===== src/rtl/hb_beat_stream_ctrl.sv =====
`default_nettype none
// ============================================================================
//  Module      : hb_beat_stream_ctrl
//  Description : Heartbeat sample buffer controller. Writes ADC samples into
//                a single-port RAM (writer has priority) and, on each
//                accepted heartbeat, streams the just-completed beat out over
//                a valid/ready interface.
//  Revision    : 1.0 - initial release
// ============================================================================
module hb_beat_stream_ctrl #(
  parameter int ADDR_W   = 14,
  parameter int DATA_W   = 12,
  parameter int MIN_BEAT = 100,
  parameter int MAX_BEAT = 4096
) (
  input  logic              clock,
  input  logic              reset,
  input  logic              sample_i,
  input  logic [DATA_W-1:0] sample_data_i,
  input  logic              heartbeat_detect_i,
  output logic              ram_en_o,
  output logic              ram_we_o,
  output logic [ADDR_W-1:0] ram_addr_o,
  output logic [DATA_W-1:0] ram_wdata_o,
  input  logic [DATA_W-1:0] ram_rdata_i,
  output logic              out_valid_o,
  output logic [DATA_W-1:0] out_data_o,
  output logic              out_last_o,
  input  logic              out_ready_i,
  output logic [ADDR_W-1:0] beat_len_o,
  output logic              busy_o,
  output logic              overrun_o
);

  localparam logic [1:0] S_IDLE    = 2'd0;
  localparam logic [1:0] S_ISSUE   = 2'd1;
  localparam logic [1:0] S_CAPTURE = 2'd2;
  localparam logic [1:0] S_PRESENT = 2'd3;

  // MAX_BEAT <= 2^(ADDR_W-1), so MAX_BEAT+1 (the saturation value) fits in ADDR_W bits
  localparam logic [ADDR_W-1:0] c_one     = ADDR_W'(1);
  localparam logic [ADDR_W-1:0] c_min     = ADDR_W'(MIN_BEAT);
  localparam logic [ADDR_W-1:0] c_max     = ADDR_W'(MAX_BEAT);
  localparam logic [ADDR_W-1:0] c_sat     = ADDR_W'(MAX_BEAT + 1);

  logic [1:0]        state_q, state_d;
  logic [ADDR_W-1:0] wr_ptr_q;
  logic [ADDR_W-1:0] beat_start_q;
  logic [ADDR_W-1:0] cnt_q;
  logic              armed_q;
  logic [ADDR_W-1:0] rd_ptr_q;
  logic [ADDR_W-1:0] remaining_q;
  logic [ADDR_W-1:0] beat_len_q;
  logic [DATA_W-1:0] out_data_q;
  logic              out_valid_q;
  logic              out_last_q;
  logic              overrun_q;

  logic w_busy;
  logic w_ignore;
  logic w_restart;
  logic w_too_long;
  logic w_overrun;
  logic w_accept;

  // Heartbeat classification; cnt_q is the beat length before any same-cycle sample
  assign w_busy     = (state_q != S_IDLE);
  assign w_ignore   = heartbeat_detect_i & armed_q & (cnt_q < c_min);
  assign w_restart  = heartbeat_detect_i & ~w_ignore;
  assign w_too_long = cnt_q > c_max;
  assign w_overrun  = w_restart & armed_q & (w_too_long | w_busy);
  assign w_accept   = w_restart & armed_q & ~w_too_long & ~w_busy;

  // FSM state register
  always_ff @(posedge clock) begin
    if (reset) state_q <= S_IDLE;
    else       state_q <= state_d;
  end

  // FSM next state: ISSUE waits while the writer owns the RAM port
  always_comb begin
    state_d = state_q;
    case (state_q)
      S_IDLE:    if (w_accept) state_d = S_ISSUE;
      S_ISSUE:   if (!sample_i) state_d = S_CAPTURE;
      S_CAPTURE: state_d = S_PRESENT;
      S_PRESENT: if (out_ready_i) state_d = out_last_q ? S_IDLE : S_ISSUE;
      default:   state_d = S_IDLE;
    endcase
  end

  // RAM port control: sample write wins, otherwise the readout may read
  always_comb begin
    ram_en_o    = 1'b0;
    ram_we_o    = 1'b0;
    ram_addr_o  = '0;
    ram_wdata_o = '0;
    if (!reset) begin
      if (sample_i) begin
        ram_en_o    = 1'b1;
        ram_we_o    = 1'b1;
        ram_addr_o  = wr_ptr_q;
        ram_wdata_o = sample_data_i;
      end else if (state_q == S_ISSUE) begin
        ram_en_o   = 1'b1;
        ram_addr_o = rd_ptr_q;
      end
    end
  end

  // Writer pointer, beat bookkeeping and overrun pulse
  always_ff @(posedge clock) begin
    if (reset) begin
      wr_ptr_q     <= '0;
      beat_start_q <= '0;
      cnt_q        <= '0;
      armed_q      <= 1'b0;
      beat_len_q   <= '0;
      overrun_q    <= 1'b0;
    end else begin
      if (sample_i) wr_ptr_q <= wr_ptr_q + c_one;
      if (w_restart) begin
        // A coincident sample is the first sample of the new beat
        armed_q      <= 1'b1;
        beat_start_q <= wr_ptr_q;
        cnt_q        <= sample_i ? c_one : '0;
      end else if (sample_i && cnt_q != c_sat) begin
        cnt_q <= cnt_q + c_one;
      end
      if (w_accept) beat_len_q <= cnt_q;
      overrun_q <= w_overrun;
    end
  end

  // Readout datapath: read pointer, word countdown and output register
  always_ff @(posedge clock) begin
    if (reset) begin
      rd_ptr_q    <= '0;
      remaining_q <= '0;
      out_data_q  <= '0;
      out_valid_q <= 1'b0;
      out_last_q  <= 1'b0;
    end else begin
      case (state_q)
        S_IDLE: begin
          if (w_accept) begin
            rd_ptr_q    <= beat_start_q;
            remaining_q <= cnt_q;
          end
        end
        S_CAPTURE: begin
          out_data_q  <= ram_rdata_i;
          out_valid_q <= 1'b1;
          out_last_q  <= (remaining_q == c_one);
        end
        S_PRESENT: begin
          if (out_ready_i) begin
            out_valid_q <= 1'b0;
            rd_ptr_q    <= rd_ptr_q + c_one;
            remaining_q <= remaining_q - c_one;
          end
        end
        default: ;
      endcase
    end
  end

  assign out_valid_o = out_valid_q;
  assign out_data_o  = out_data_q;
  assign out_last_o  = out_last_q;
  assign beat_len_o  = beat_len_q;
  assign busy_o      = w_busy;
  assign overrun_o   = overrun_q;

endmodule
`default_nettype wire

===== config.mk =====
export PLATFORM = sky130hd
export DESIGN_NAME = hb_beat_stream_ctrl
export DESIGN_NICKNAME = d
export VERILOG_FILES = /design/src/rtl/hb_beat_stream_ctrl.sv
export SDC_FILE = /design/constraint.sdc
export NUM_CORES = 1
export LEC_CHECK = 0
export CORE_MARGIN = 2
export CORE_UTILIZATION = 55
export CTS_BUF_LIST = sky130_fd_sc_hd__clkbuf_8
export CTS_CLUSTER_SIZE = 10
export DETAILED_ROUTE_END_ITERATION = 8
export GPL_TIMING_DRIVEN = 0
export PLACE_DENSITY = 0.8
export SETUP_SLACK_MARGIN = 0.05
export SLEW_MARGIN = 10
export SYNTH_ARGS = -nofsm -noshare
export SYNTH_HDL_FRONTEND = slang
export SYNTH_SLANG_ARGS = --single-unit

===== constraint.sdc =====
create_clock -name clock -period 2.3 [get_ports clock]
set_clock_uncertainty 0.05 [all_clocks]
set_input_delay 0.575 -clock clock [delete_from_list [all_inputs] [get_ports clock]]
set_output_delay 0.575 -clock clock [all_outputs]
set_load 0.02 [all_outputs]

# Yosys cells after proc, flatten, opt, wreduce, memory -nomap -nowiden
# Index checks and enable logic that the tools add are counted.
# classes
addsub,4
multipliers,0
n_div,0
magnitude_cmp,2
eq_ne,8
shift,0
n_mux,26
bitwise,11
n_reduce_logical,9
# op_table
operator,count
14-bit two-way mux,9
14-bit case mux with 2 select lines,2
"14-bit by 1-bit adder with 14-bit output, second input constant",3
12-bit two-way mux,2
"14-bit by 1-bit == test with 1-bit output, second input constant",1
"14-bit by 13-bit > comparator with 1-bit output, second input constant",1
"14-bit by 7-bit < comparator with 1-bit output, second input constant",1
"14-bit by 13-bit != test with 1-bit output, second input constant",1
"14-bit by 1-bit subtractor with 14-bit output, second input constant",1
1-bit two-way mux,8
2-bit case mux with 4 select lines,1
2-bit nonzero test,4
1-bit bitwise AND,7
2-bit two-way mux,3
"2-bit != test, second input constant",3
3-bit AND reduction,2
"2-bit == test, second input constant",2
1-bit inverter,3
"2-bit by 1-bit == test with 1-bit output, second input constant",1
2-bit logical NOT,1
1-bit case mux with 2 select lines,1
2-bit AND reduction,1
1-bit logical AND,1
1-bit bitwise OR,1
# totals
ff_bits,102
latch_bits,0
mem_bits_rw,0
mem_bits_ro,0
inputBits,29
out_inout_bits,58
wordCells,72
n_memories,0

# Longest topological paths before layout
# logic_depth
word_depth,9
mapped_depth,9
ltp_nobuf,7

# Worst setup path before layout
# No wires, ideal clock.
# synth_path
path_type,input to output
start,input port reset
end,output port ram_addr_o[10]
arrival_ps,1617
slack_ps,58
stages,4
path_cell_list,clkbuf_1 -> nor3b_1 -> clkbuf_1 -> a22o_1
# synth_between
elab_chain_len,1
# synth_rtl
item,line,source
start: declaration,17,"input logic reset,"
14-bit two-way mux,98,if (!reset) begin
end: declaration,23,"output logic [ADDR_W-1:0] ram_addr_o,"
# No other way between the ends.

# Final worst setup path
# layout_path
start,register state_q[1]
end,output port ram_addr_o[3]
# layout_between
elab_chain_len,4
# layout_rtl
item,line,source
start: declaration,46,"logic [1:0] state_q, state_d;"
start signal: assignment,77,else state_q <= state_d;
2-bit by 1-bit == test with 1-bit output,104,end else if (state_q == S_ISSUE) begin
14-bit two-way mux,104,
14-bit two-way mux,99,if (sample_i) begin
14-bit two-way mux,98,
# No other way between the ends.

==> flow_summary.toml <==
[critical_path]
cp_max_fo = 5
required_ns = 1.67
cp.arrival_ns = 1.77
endpoint_kind = "primary output"
worstSetupPathType = "flip-flop to primary output"
ff2ff_path_depth = 9
cp-start-kind = "flip-flop"

[drt]
first_iter_violations = 619
dr_total_vias = 5900
firstDrtPassIters = 6
wirelength_um = 18500
wire_per_inst_um = 20.1
antenna_left = 0
post-route-drc-count = 0
vias_per_cell = 6.40

[final_layout]
n_antenna_cell = 0
final_cell_mix = "94 x dfxtp_1, 70 x nor2_1, 70 x nand2_1"
fillerInstances = 728
area_growth_pct = 32.6
final_net_count = 825
layout_commonest_cell = "dfxtp_1"
drive_above_1_share = 0.205
fin_area_mm2 = 0.00728

[synthesis]
yosysWarnings = 0
yosysTopAreaCell = "dfxtp_1"
synth.mux.area_fraction = 0.0529
synth_cell_types = 71
synth_fa_ha_area_frac = 0.0274
async_flop_share = 0
ys_top_cells_by_area = "dfxtp_1 37%, mux2i_1 5.3%, nor2_1 4.9%, nand2_1 4.9%, a21oi_1 3.9%"
synth_compound_area_frac = 0.210
synth_edf_count = 0
netlist_area_mm2 = 0.00549
syn-instance-count = 660
synth-xor-area-share = 0.0224
yosys.area_share.simple = 0.250
synthFlopType = "dfxtp_1"
ys_seq_area_frac = 0.372
synth.avg_cell_area_um2 = 8.31
synth_top_area_frac = 0.372
synth_nets = 701
synth-seq-cells = 102
synth_top_family_by_area = "simple AND/OR/NAND/NOR gates"

[place]
hpwl_um = 12300
place.gp.congestion = 0.930
port_buffers = 86
placed_area_mm2 = 0.00651

[clocking]
clk_latency_ns = 0.40
cts_root_buffer = "clkbuf_8"
cts.sinks = 102
numCtsBuffers = 9
cts_tree = "built"
clock_path_buffers = 2
h-tree-depth = 3
clk_pin_slew_ns = 0.10
ctsHoldBuffers = 0

[die]
dieArea_mm2 = 0.0108
io_pins = 87
die_w_um = 104
start_util = 0.564
rows = 36
core_mm2 = 0.00973
die_y_um = 104

[timing]
hold_violations = 0
fmax_mhz = 418
setup_ws_ns = -0.0951
setup_viol = 19
finalMaxSlewViolations = 0
max-slew-margin-rel = 0.504
grt_setup_unrepaired = "true"
fin_crit_sh = 1.04
tightest_slew_ns = 0.744
period_needed_ns = 2.40

[hold_path]
hp-class = "flip-flop to flip-flop"
min_path_cells = 2

[global_routing]
track_usage = 0.320
grt_pass1_vias = 5508
grt_overflow = 0
grt_pass1_wl_um = 27700
antenna_found_initial = 0
grt_max_degree = 18

[run_status]
status = "finished with violations"
violations = "setup timing"

[power]
powerDensity_mw_per_mm2 = 520
p_total_mw = 3.79
p_leak_nw = 2.67
ir_worst_vdd_mv = 0.634

[run]
cap_violations = 0
-- where the power goes --
group          switching, mW  internal (mW)
Clock                  0.677          0.399
Combinational          0.536          0.327
Sequential            0.0471           1.80
-- critical path: stages (launching register included) --
cell      delay [ns]
dfxtp_4         0.38
inv_4           0.07
ha_4            0.14
nor3b_4         0.29
clkbuf_8        0.22
a22o_1          0.16
buf_6           0.12
-- worst paths after layout --
path | startpoint | endpoint | slack, ns
min | beat_start_q[10]$_SDFFE_PP0N_ | beat_start_q[10]$_SDFFE_PP0N_ | 0.42
max reg2reg | cnt_q[8]$_SDFFE_PP0P_ | beat_len_o[8]$_SDFFE_PP0P_ | -0.02
min reg2reg | beat_start_q[10]$_SDFFE_PP0N_ | beat_start_q[10]$_SDFFE_PP0N_ | 0.42
max | state_q[1]$_SDFFE_PP0P_ | ram_addr_o[3] | -0.1
-- cell usage after synthesis, drive strengths merged (4+ instances only) --
library cell and instances:
ha 12, buf 22, nor2 72, o41ai 6
or4 5, nand4 23, a21oi 51, o311ai 9
nor3 19, a31oi 6, and3 6, xor2 5
mux2i 29, o21ai 14, or3 8, xnor2 9
o31ai 13, nand3 25, dfxtp 102, inv 23
nand2 71, clkbuf 30, a311oi 5, nor2b 5
nor4 4, and2 16, and4 5, a22o 12
-- stage by stage --
stage                     hold slack (ns)  utilization  TNS [ns]  cells  setup slack (ns)
final                               0.418        0.748    -0.972    922           -0.0951
after global routing                0.443        0.748     -2.72    922            -0.127
after CTS                           0.415        0.716     -2.14    905            -0.118
after detailed placement            0.401        0.669    -82.41    879             -1.34
after global placement              0.398        0.669    -81.76    879             -1.34
after floorplan                     0.375            -         0    660            0.0577
-- registers in the layout, indices dropped and copies added, names as in the netlist --
signal,flops
armed_q,1
beat_len_o,14
out_last_o,1
out_valid_o,1
remaining_q,14
cnt_q,14
out_data_o,12
wr_ptr_q,14
beat_start_q,14
state_q,2
overrun_o,1
rd_ptr_q,14
-- cells by family (layout without fill, tap and decap cells) --
group                    after synthesis  in the layout
multiplexers                          29             29
XOR/XNOR                              14             14
AO/OA/AOI/OAI                        152            152
buffers and inverters                 76            205
AND/OR/NAND/NOR                      275            275
flip-flops                           102            102
adder cells (fa/ha/maj)               12             12
-- final cells by class --
type | count | area, um2 | area share
inverters | 24 | 97.6 | 0.0134
clock inverters | 7 | 51.3 | 0.00705
clock buffers | 9 | 124 | 0.0170
flip-flops and latches | 102 | 2050 | 0.282
well taps | 133 | 166 | 0.0229
multi-input cells | 482 | 3300 | 0.453
repair buffers | 116 | 1150 | 0.158
plain buffers | 49 | 338 | 0.0464
-- layer usage --
metal  up-vias  part of all wire  track usage
li1       2647                 -            -
met5         -                 0            0
met4         0             0.025        0.115
met3        50              0.11       0.0965
met2       397              0.46        0.508
met1      2806              0.40        0.412
-- repair_timing --
| action | CTS | global route |
|---|---|---|
| pin swaps | 7 | 19 |
| endpoints found under the setup margin | 118 | 99 |
| buffers inserted | 10 | 16 |
| gates resized for setup | 175 | 69 |
| cloned | 2 | 2 |
Power figures use the tool's default switching activity.
